## src/rtl/byte_loopback_buffer.sv

```systemverilog
// ---------------------------------------------------------------------------
// byte_loopback_buffer
//
// Staging buffer between the single-byte receive path (active_transfer) and
// the block transmit path (active_block). A fill of L bytes is collected into
// on-chip memory. The block is then announced to the transmitter with
// tx_start/tx_len, and the bytes are served back in order, one per rising
// edge of tx_ready. Everything runs on uc_clk. The strobes are edge-detected
// here and are never used as clocks.
//
// Optional feature (macro BYTE_LOOPBACK_CHKSUM_EN): a trailing byte is
// appended to every block. It holds the mod-256 sum of the filled bytes.
//
// Parameters
//   DEPTH       buffer capacity in bytes (1..254)
//   CNT_W       width of counters and fill_count
//
// Ports
//   uc_clk      system clock
//   uc_reset    synchronous active-high reset
//   flush       synchronous clear of buffer and flags (keeps tx_byte, last_byte)
//   block_len   requested block length, sampled on the first byte of a fill
//   rx_strobe   byte-received level from active_transfer
//   rx_byte     received byte
//   tx_start    block transfer request to active_block
//   tx_ready    byte-taken level from active_block
//   tx_byte     byte currently offered to the host
//   tx_len      block length presented to active_block
//   fill_count  bytes currently stored
//   last_byte   most recently accepted rx byte
//   busy        high while loading or draining a block
//   done        one-cycle pulse at block completion
//   overflow    sticky flag: a received byte was dropped
// ---------------------------------------------------------------------------
module byte_loopback_buffer #(
   parameter int DEPTH = 36,
   parameter int CNT_W = $clog2(DEPTH + 1)
) (
   input  logic             uc_clk,
   input  logic             uc_reset,
   input  logic             flush,
   input  logic [7:0]       block_len,
   input  logic             rx_strobe,
   input  logic [7:0]       rx_byte,
   output logic             tx_start,
   input  logic             tx_ready,
   output logic [7:0]       tx_byte,
   output logic [7:0]       tx_len,
   output logic [CNT_W-1:0] fill_count,
   output logic [7:0]       last_byte,
   output logic             busy,
   output logic             done,
   output logic             overflow
);

   localparam int               IDX_W   = (DEPTH > 1) ? $clog2(DEPTH) : 1;
   localparam logic [7:0]       DEPTH_B = 8'(DEPTH);
   localparam logic [CNT_W-1:0] DEPTH_C = CNT_W'(DEPTH);

   typedef enum logic [1:0] {S_FILL, S_LOAD, S_DRAIN, S_DONE} state_t;

   state_t           state_q, state_d;
   logic             rx_strobe_q, tx_ready_q;
   logic             rx_evt, rdy_evt;
   logic [7:0]       mem [DEPTH];
   // fill_q doubles as the write pointer: it always equals the next free slot.
   logic [CNT_W-1:0] fill_q, rd_ptr_q, len_q;
   logic [CNT_W-1:0] l_eff, len_cur, fill_inc;
   logic [CNT_W:0]   cons_q, cons_inc, cons_total;
   logic             tx_start_q, overflow_q;
   logic [7:0]       tx_byte_q, tx_len_q, last_byte_q, tx_len_new;
   logic             wr_en, last_wr, drain_end;
`ifdef BYTE_LOOPBACK_CHKSUM_EN
   logic [7:0]       sum_q;
`endif

   assign rx_evt  = rx_strobe & ~rx_strobe_q;
   assign rdy_evt = tx_ready & ~tx_ready_q;

   // Out-of-range requests (0 or larger than the buffer) fall back to DEPTH.
   assign l_eff   = (block_len != 8'd0 && block_len <= DEPTH_B) ? CNT_W'(block_len) : DEPTH_C;
   // The length is latched on the first byte, but that same byte must already
   // be compared against it (L == 1 completes on the first write).
   assign len_cur  = (fill_q == '0) ? l_eff : len_q;
   assign fill_inc = fill_q + CNT_W'(1);
   assign wr_en    = (state_q == S_FILL) && rx_evt;
   assign last_wr  = wr_en && (fill_inc == len_cur);

   assign cons_inc = cons_q + (CNT_W+1)'(1);
`ifdef BYTE_LOOPBACK_CHKSUM_EN
   assign cons_total = {1'b0, len_q} + (CNT_W+1)'(1);
   assign tx_len_new = 8'(len_q) + 8'd1;
`else
   assign cons_total = {1'b0, len_q};
   assign tx_len_new = 8'(len_q);
`endif
   assign drain_end = (state_q == S_DRAIN) && rdy_evt && (cons_inc == cons_total);

   // State register
   always_ff @(posedge uc_clk) begin
      if (uc_reset) state_q <= S_FILL;
      else          state_q <= state_d;
   end

   // Next-state logic
   always_comb begin
      state_d = state_q;
      case (state_q)
         S_FILL:  if (last_wr) state_d = S_LOAD;
         S_LOAD:  state_d = S_DRAIN;
         S_DRAIN: if (drain_end) state_d = S_DONE;
         S_DONE:  state_d = S_FILL;
      endcase
      if (flush) state_d = S_FILL;
   end

   // Output decode
   always_comb begin
      busy = 1'b0;
      done = 1'b0;
      case (state_q)
         S_LOAD, S_DRAIN: busy = 1'b1;
         S_DONE:          done = 1'b1;
         default:         ;
      endcase
   end

   // Byte storage: no reset, contents are only meaningful below fill_q.
   always_ff @(posedge uc_clk) begin
      if (wr_en && !uc_reset && !flush) mem[fill_q[IDX_W-1:0]] <= rx_byte;
   end

   // Datapath and flags
   always_ff @(posedge uc_clk) begin
      if (uc_reset) begin
         rx_strobe_q <= 1'b0;
         tx_ready_q  <= 1'b0;
         fill_q      <= '0;
         rd_ptr_q    <= '0;
         len_q       <= '0;
         cons_q      <= '0;
         tx_start_q  <= 1'b0;
         tx_len_q    <= 8'd0;
         overflow_q  <= 1'b0;
         tx_byte_q   <= 8'd0;
         last_byte_q <= 8'd0;
`ifdef BYTE_LOOPBACK_CHKSUM_EN
         sum_q       <= 8'd0;
`endif
      end else if (flush) begin
         // Abandons any block in flight; a coincident strobe edge is discarded
         // silently. tx_byte and last_byte keep their values.
         rx_strobe_q <= 1'b0;
         tx_ready_q  <= 1'b0;
         fill_q      <= '0;
         rd_ptr_q    <= '0;
         len_q       <= '0;
         cons_q      <= '0;
         tx_start_q  <= 1'b0;
         tx_len_q    <= 8'd0;
         overflow_q  <= 1'b0;
`ifdef BYTE_LOOPBACK_CHKSUM_EN
         sum_q       <= 8'd0;
`endif
      end else begin
         rx_strobe_q <= rx_strobe;
         tx_ready_q  <= tx_ready;
         case (state_q)
            S_FILL: begin
               if (rx_evt) begin
                  if (fill_q == '0) len_q <= l_eff;
                  fill_q      <= fill_inc;
                  last_byte_q <= rx_byte;
`ifdef BYTE_LOOPBACK_CHKSUM_EN
                  sum_q       <= sum_q + rx_byte;
`endif
               end
            end
            S_LOAD: begin
               tx_byte_q  <= mem[0];
               rd_ptr_q   <= CNT_W'(1);
               tx_len_q   <= tx_len_new;
               tx_start_q <= 1'b1;
               cons_q     <= '0;
            end
            S_DRAIN: begin
               if (rdy_evt) begin
                  cons_q <= cons_inc;
                  if (cons_inc < {1'b0, len_q}) begin
                     tx_byte_q <= mem[rd_ptr_q[IDX_W-1:0]];
                     rd_ptr_q  <= rd_ptr_q + CNT_W'(1);
                  end
`ifdef BYTE_LOOPBACK_CHKSUM_EN
                  else if (cons_inc == {1'b0, len_q}) begin
                     tx_byte_q <= sum_q;
                  end
`endif
               end
            end
            S_DONE: begin
               tx_start_q <= 1'b0;
               fill_q     <= '0;
               rd_ptr_q   <= '0;
               cons_q     <= '0;
`ifdef BYTE_LOOPBACK_CHKSUM_EN
               sum_q      <= 8'd0;
`endif
            end
         endcase
         // Bytes arriving while a block is out cannot be stored.
         if (rx_evt && state_q != S_FILL) overflow_q <= 1'b1;
      end
   end

   assign tx_start   = tx_start_q;
   assign tx_byte    = tx_byte_q;
   assign tx_len     = tx_len_q;
   assign fill_count = fill_q;
   assign last_byte  = last_byte_q;
   assign overflow   = overflow_q;

endmodule

```

## config.mk

```make
export PLATFORM = sky130hd
export DESIGN_NAME = byte_loopback_buffer
export DESIGN_NICKNAME = d
export VERILOG_FILES = /design/src/rtl/byte_loopback_buffer.sv
export SDC_FILE = /design/constraint.sdc
export NUM_CORES = 1
export LEC_CHECK = 0
export CORE_MARGIN = 8
export CORE_UTILIZATION = 45
export CTS_CLUSTER_DIAMETER = 150
export DETAILED_ROUTE_END_ITERATION = 16
export RECOVER_POWER = 100
export SYNTH_ARGS = -nofsm -noshare
export SYNTH_HDL_FRONTEND = slang
export SYNTH_SLANG_ARGS = --single-unit
```

## constraint.sdc

```tcl
create_clock -name uc_clk -period 6.05 [get_ports uc_clk]
set_input_delay 0.605 -clock uc_clk [delete_from_list [all_inputs] [get_ports uc_clk]]
set_output_delay 0.605 -clock uc_clk [all_outputs]
set_load 0.01 [all_outputs]
```

==> results.json <==
{
  "status": "complete, but fails checks",
  "violations": "max-capacitance violations, max-slew violations",
  "synth_ff_type": "edfxtp_1",
  "critPathRequiredTime_ps": 6460,
  "chipWidth_microns": 193,
  "startpoint_type": "flop",
  "drtIter0Drc": 691,
  "syn_inst": 853,
  "first_pass_iters": 5,
  "synth_xor_xnor_area_share_pct": 0.901,
  "hold_class": "reg2reg",
  "slowest_stage": "dfxtp_2",
  "grt_max_degree": 50,
  "leakage_nw": 5.20,
  "wl_microns": 32400,
  "cap_violations": 10,
  "initial_core_util_pct": 45.2,
  "hold_depth": 2,
  "fin_area_sq_mm": 0.0162,
  "netlist_area_sq_mm": 0.0142,
  "synth_common_cells": "edfxtp_1 (288), nor2_1 (87), mux4_2 (72)",
  "synth-compound-area-share_pct": 5.23,
  "relSlewSlack_pct": -36.7,
  "setup_viol": 0,
  "nNetsFinal": 947,
  "gp_congestion": 0.847,
  "fin_tns_setup_ps": 0,
  "grt-ovfl-total": 0,
  "async_flop_share_pct": 0,
  "yosys.area.top_type": "edfxtp_1",
  "via_per_inst": 5.67,
  "antenna_left": 0,
  "yosys.area_share.simple_pct": 6.49,
  "avgSynthCellArea_sq_um": 16.6,
  "crit_chain": "buf_4 -> mux4_2 -> mux2_2 -> o22ai_1 -> or3_1 -> a21oi_1 -> a22o_1",
  "min_period_ps": 3790,
  "drive_above_1_share_pct": 18.7,
  "die_area_sq_mm": 0.0374,
  "portBuffers": 52,
  "ys_top_cells_by_area": "edfxtp_1 (61%), mux4_2 (11%), dfxtp_1 (8.3%)",
  "cts_tree": "done",
  "dp_hpwl_microns": 20500,
  "rows": 65,
  "drc": 0,
  "yosysWarnings": 0,
  "cts.sinks": 347,
  "finalHoldViolations": 0,
  "insertion_delay_ps": 520,
  "power.density_mw_per_mm2": 310,
  "rsz0062_at_grt": "no",
  "synth_top_area_share_pct": 61.0,
  "synth_mux_area_share_pct": 14.6,
  "ff2ff_setup_slack_ps": 2260,
  "grt_pass1_wl_microns": 49300,
  "cts-resized-gates": 0,
  "die-height_microns": 193,
  "ios": 55,
  "clkTransAtPathRegs_ps": 70,
  "core_area_sq_mm": 0.0313,
  "dpl_cell_area_sq_mm": 0.0150,
  "synth.most_common_cell": "edfxtp_1",
  "critPathCaptureType": "flop",
  "track_usage_pct": 17.2,
  "ys_seq_elements": 347,
  "grt_pass1_vias": 7823,
  "area_delta_synth_final_pct": 14.7,
  "synth_top_family_by_area": "multiplexers",
  "clock_skew_ps": 20.1,
  "synth.distinct_cells": 58,
  "h-tree-depth": 2,
  "ctsHoldBuffers": 0,
  "tightest_slew_ps": 2050,
  "vias": 7595,
  "cpPeakStageDelay_ps": 1550,
  "seq_area_frac_synth_pct": 69.4,
  "peakVddDrop_mv": 0.241,
  "synthAdderAreaFrac_pct": 1.24,
  "antenna_found_initial": 0,
  "diodes": 0,
  "slew_violations": 384,
  "critPathArrivalTime_ps": 4200,
  "cts_setup_buffers": 0,
  "crit_fanout": 49,
  "synth_edf_count": 288,
  "root_buffer": "clkbuf_16",
  "crit_type": "reg2reg",
  "numCtsBuffers": 37,
  "cts_buffer_depth": 3,
  "max_freq_mhz": 264,
  "wire_per_inst_microns": 24.2,
  "r2r_cells": 7,
  "post-route-period-util_pct": 62.6
}
==> area by class of cell <==
| class | instances | area, sq um |
|---|---|---|
| multi-input combinational | 448 | 4020 |
| inverter | 15 | 56.3 |
| clock buffer | 46 | 1030 |
| sequential | 347 | 9830 |
| clock inverter | 18 | 229 |
| tap | 402 | 503 |
| timing repair buffer | 63 | 573 |
| fill | 2501 | 15100 |
==> worst max-delay path, delay by kind of cell (launching register included) <==
kind,cells,cell delay (ps)
buffers and inverters,1,630
flip-flops,1,1550
AO/OA/AOI/OAI,3,450
multiplexers,2,860
AND/OR/NAND/NOR,1,170
==> cell usage in the layout, fill, tap and decap left out, types with 3 or more instances in the layout <==
| master | count |
|---|---|
| clkinv_2 | 5 |
| o22ai_1 | 16 |
| dlygate4sd3_1 | 41 |
| and3_1 | 3 |
| ha_1 | 14 |
| clkinvlp_4 | 3 |
| inv_1 | 15 |
| clkbuf_1 | 12 |
| mux2_2 | 32 |
| nand2b_1 | 3 |
| and2_1 | 4 |
| nand3b_1 | 4 |
| clkbuf_16 | 39 |
| mux2i_1 | 8 |
| mux4_2 | 72 |
| buf_4 | 3 |
| nor3_1 | 5 |
| a21oi_1 | 48 |
| or3_1 | 12 |
| clkinv_1 | 3 |
| dfxtp_1 | 57 |
| a21o_1 | 4 |
| a22o_1 | 8 |
| xor2_1 | 3 |
| o31ai_1 | 4 |
| xnor2_1 | 9 |
| edfxtp_1 | 288 |
| clkbuf_8 | 3 |
| nor2_1 | 87 |
| a22oi_1 | 9 |
| nand2_1 | 37 |
| bufinv_16 | 5 |
| nand3_1 | 20 |
| clkdlybuf4s50_1 | 11 |
| o21ai_0 | 14 |
==> routing by layer <==
metal	vias up	wire [microns]	track usage, %
met4	0	557	4.79
met1	3817	14500	23.6
met5	-	0	0
met2	276	15500	27.8
li1	3458	-	-
met3	44	1900	3.18
==> flip-flops by register name, indices dropped and copies added, names as in the netlist, 2 cells and up, named ones only <==
| name | flops |
|---|---|
| cons_q | 7 |
| fill_count | 6 |
| tx_len | 6 |
| mem | 288 |
| state_q | 2 |
| len_q | 6 |
| rd_ptr_q | 6 |
| last_byte | 8 |
| tx_byte | 8 |
==> report_power, final <==
part	switching (mW)	internal, mW	leakage, nW
logic	0.0802	0.0323	1.52
registers	0.00540	2.59	3.07
clock network	0.895	1.43	0.613
==> per-stage QoR <==
| stage | worst slack (ps) | cells | hold slack, ps | utilization [%] | power (mW) |
|---|---|---|---|---|---|
| 6_report | 2260 | 1339 | 464 | 51.9 | 5.03 |
| 5_1_grt | 1860 | 1339 | 491 | 51.9 | 5.18 |
| 4_1_cts | 2670 | 1339 | 470 | 52.0 | 5.08 |
| 3_5_place_dp | 2380 | 1275 | 450 | 48.0 | 2.76 |
| 3_3_place_gp | 2500 | 1275 | 462 | 48.0 | 2.76 |
| 2_1_floorplan | 3600 | 854 | 447 | - | 2.69 |
==> logic make-up (layout without fill, tap and decap cells) <==
kind of cell	count (synthesis)	after routing
xor+xnor	13	13
flops	347	347
other cells	1	2
compound gates	115	115
mux	112	112
buf+inv	59	142
simple gates	192	192
fa+ha+maj	14	14
==> path summary, 6_finish.rpt <==
kind / end / start
worst max-delay path: tx_byte[0]$_SDFFE_PP0P_ / flop
worst min-delay path: last_byte[1]$_SDFFE_PP0P_ / last_byte[1]$_SDFFE_PP0P_
worst max register to register: tx_byte[0]$_SDFFE_PP0P_ / flop
worst min register to register: last_byte[1]$_SDFFE_PP0P_ / last_byte[1]$_SDFFE_PP0P_
Note: power is estimated with default switching activity, not from simulation.
==> variant: new RTL, same flow settings <==
The parameter `DEPTH` goes from 36 to 72.
--- a/src/rtl/byte_loopback_buffer.sv
+++ b/src/rtl/byte_loopback_buffer.sv
@@ -33,7 +33,7 @@
 //   overflow    sticky flag: a received byte was dropped
 // ---------------------------------------------------------------------------
 module byte_loopback_buffer #(
-   parameter int DEPTH = 36,
+   parameter int DEPTH = 72,
    parameter int CNT_W = $clog2(DEPTH + 1)
 ) (
    input  logic             uc_clk,
Ports: changed (resized fill_count); port bits go from 55 to 56. The function was not compared with the original's and may differ.
==> variant against the original RTL <==
The run still ends with capacitance limit, slew limit left; global-route usage rose by 2.3 points; cell area grew 79%; sequential cell count rose by 294; routed wire length grew 100%; total power grew 78%; first-iteration DRC count up 130%; area after synthesis is 83% higher; setup slack worse by 240 ps.
==> variant: results (changes against the original RTL) <==
dpl ws 1970 ps (-409 ps); ys flop type edfxtp_1; wire length of the first global-routing pass 95.6 mm (+94%); ys async rst share 0% (unchanged); Placement Cell Area 0.0271 mm^2 (+80%); Tightest Pin Transition 4230 ps (+2180 ps); Post-synth top cells edfxtp_1, mux2i_1, nor2_1, mux4_2, dfxtp_1; largest net degree at the start of global routing 74 (+48%); input/output buffers 54 (+3.8%); Syn. warnings 0 (unchanged); DRT Wirelength 65.1 mm (+100%); GRT Overall Usage 19.5% (+2.3 points); VDD IR max 0.000201 V (-17%); number of flops mapped to enable cells by yosys 576 (+100%); Leakage 8.86 nW (+70%); DPL Wire Length 40.7 mm (+98%); initial antenna violation count 0 (unchanged); crit path max fanout 18 (-63%); DR vias 14000 (+85%); Via density 5.86 (+3.3%); gr ovfl total 0 (unchanged); syn_nets 1548; worst clock skew 20.4 ps (+0.346 ps); count of final max-slew check failures 649 (+69%); status finished with violations; n_diodes 0 (unchanged); post-CTS setup buffer count 0 (unchanged); CTS buffer count 67 (+81%); failing checks capacitance limit, slew limit; H-tree Lvls 3 (+1); sequential area share after synthesis 71.8% (+2.4 points); Largest register FFs 576 (+100%); Final GP Congestion 0.862 (+1.8%); post-CTS sizing 0 (unchanged); Setup WS post-layout 2020 ps (-243 ps); Worst-Skew Late Latency 590 ps (+70 ps); Yosys cell types 61 (+5.2%); router iterations before antenna repair 5 (unchanged); layout cells sized above 1 14.4% (-4.3 points); synthesized area per cell 17.1 um^2 (+3.2%); DRT iter0 DRCs 1604 (+130%); Final Cycle Share 66.6% (+4.0 points); Max-Cap Viols 10 (unchanged); clock root cell clkbuf_16; placed insts 2275 (+78%); CP arrival 4230 ps (+30 ps); synth top area cells edfxtp_1, mux4_2, dfxtp_1; CTS clk-pin slew, worst paths 60 ps; NumNets Final 1615 (+71%)
-- variant: cell type report --
type                       count  area, um^2
clock inverter                38         302
sequential                   641       18600
tap                          765         957
fill                        4686       28100
inverter                      25        93.8
clock buffer                  81        1790
multi-input combinational    770        6760
timing repair buffer          74         633
-- variant: path summary, 6_finish.rpt --
path / startpoint / to / slack [ps] / cells past startpoint
worst max register to register: state_q[0] / mem[40][1] / 2020 / 7
worst max-delay path: state_q[0] / mem[40][1] / 2020 / 7
worst min-delay path: last_byte[2] / last_byte[2] / 460 / 2
worst min register to register: last_byte[2] / last_byte[2] / 460 / 2
-- variant: where the power goes --
part	leakage, nW	total, mW	internal [mW]	switching (mW)
sequential	5.70	4.84	4.84	0.00605
clock	1.03	3.95	2.29	1.67
combinational	2.12	0.152	0.0319	0.120
total	8.86	8.95	7.15	1.80
-- variant: logic make-up (layout without fill, tap and decap cells) --
| kind of cell | Yosys count | in the layout | share of synthesized area, % |
|---|---|---|---|
| other cells | 1 | 1 | 0.0145 |
| buf+inv | 101 | 218 | 2.07 |
| fa+ha+maj | 15 | 15 | 0.724 |
| flops | 641 | 641 | 71.8 |
| compound gates | 179 | 179 | 4.76 |
| xor+xnor | 16 | 16 | 0.541 |
| mux | 236 | 236 | 14.2 |
| simple gates | 323 | 323 | 5.95 |
-- variant: worst max-delay path, cell delays in order, from the launching register on --
cell	delay [ps]
dfxtp_1	350
inv_1	90
ha_1	550
and3_1	390
nand2b_1	270
nor3_1	490
nand2_1	700
nor2_1	800
-- variant: metal layers --
layer | part of all wire (%) | up-vias | track usage, %
li1 | - | 6126 | -
met1 | 43 | 7262 | 27.4
met2 | 47 | 540 | 30.2
met3 | 8.2 | 95 | 4.95
met4 | 2.2 | 0 | 5.29
met5 | 0 | - | 0
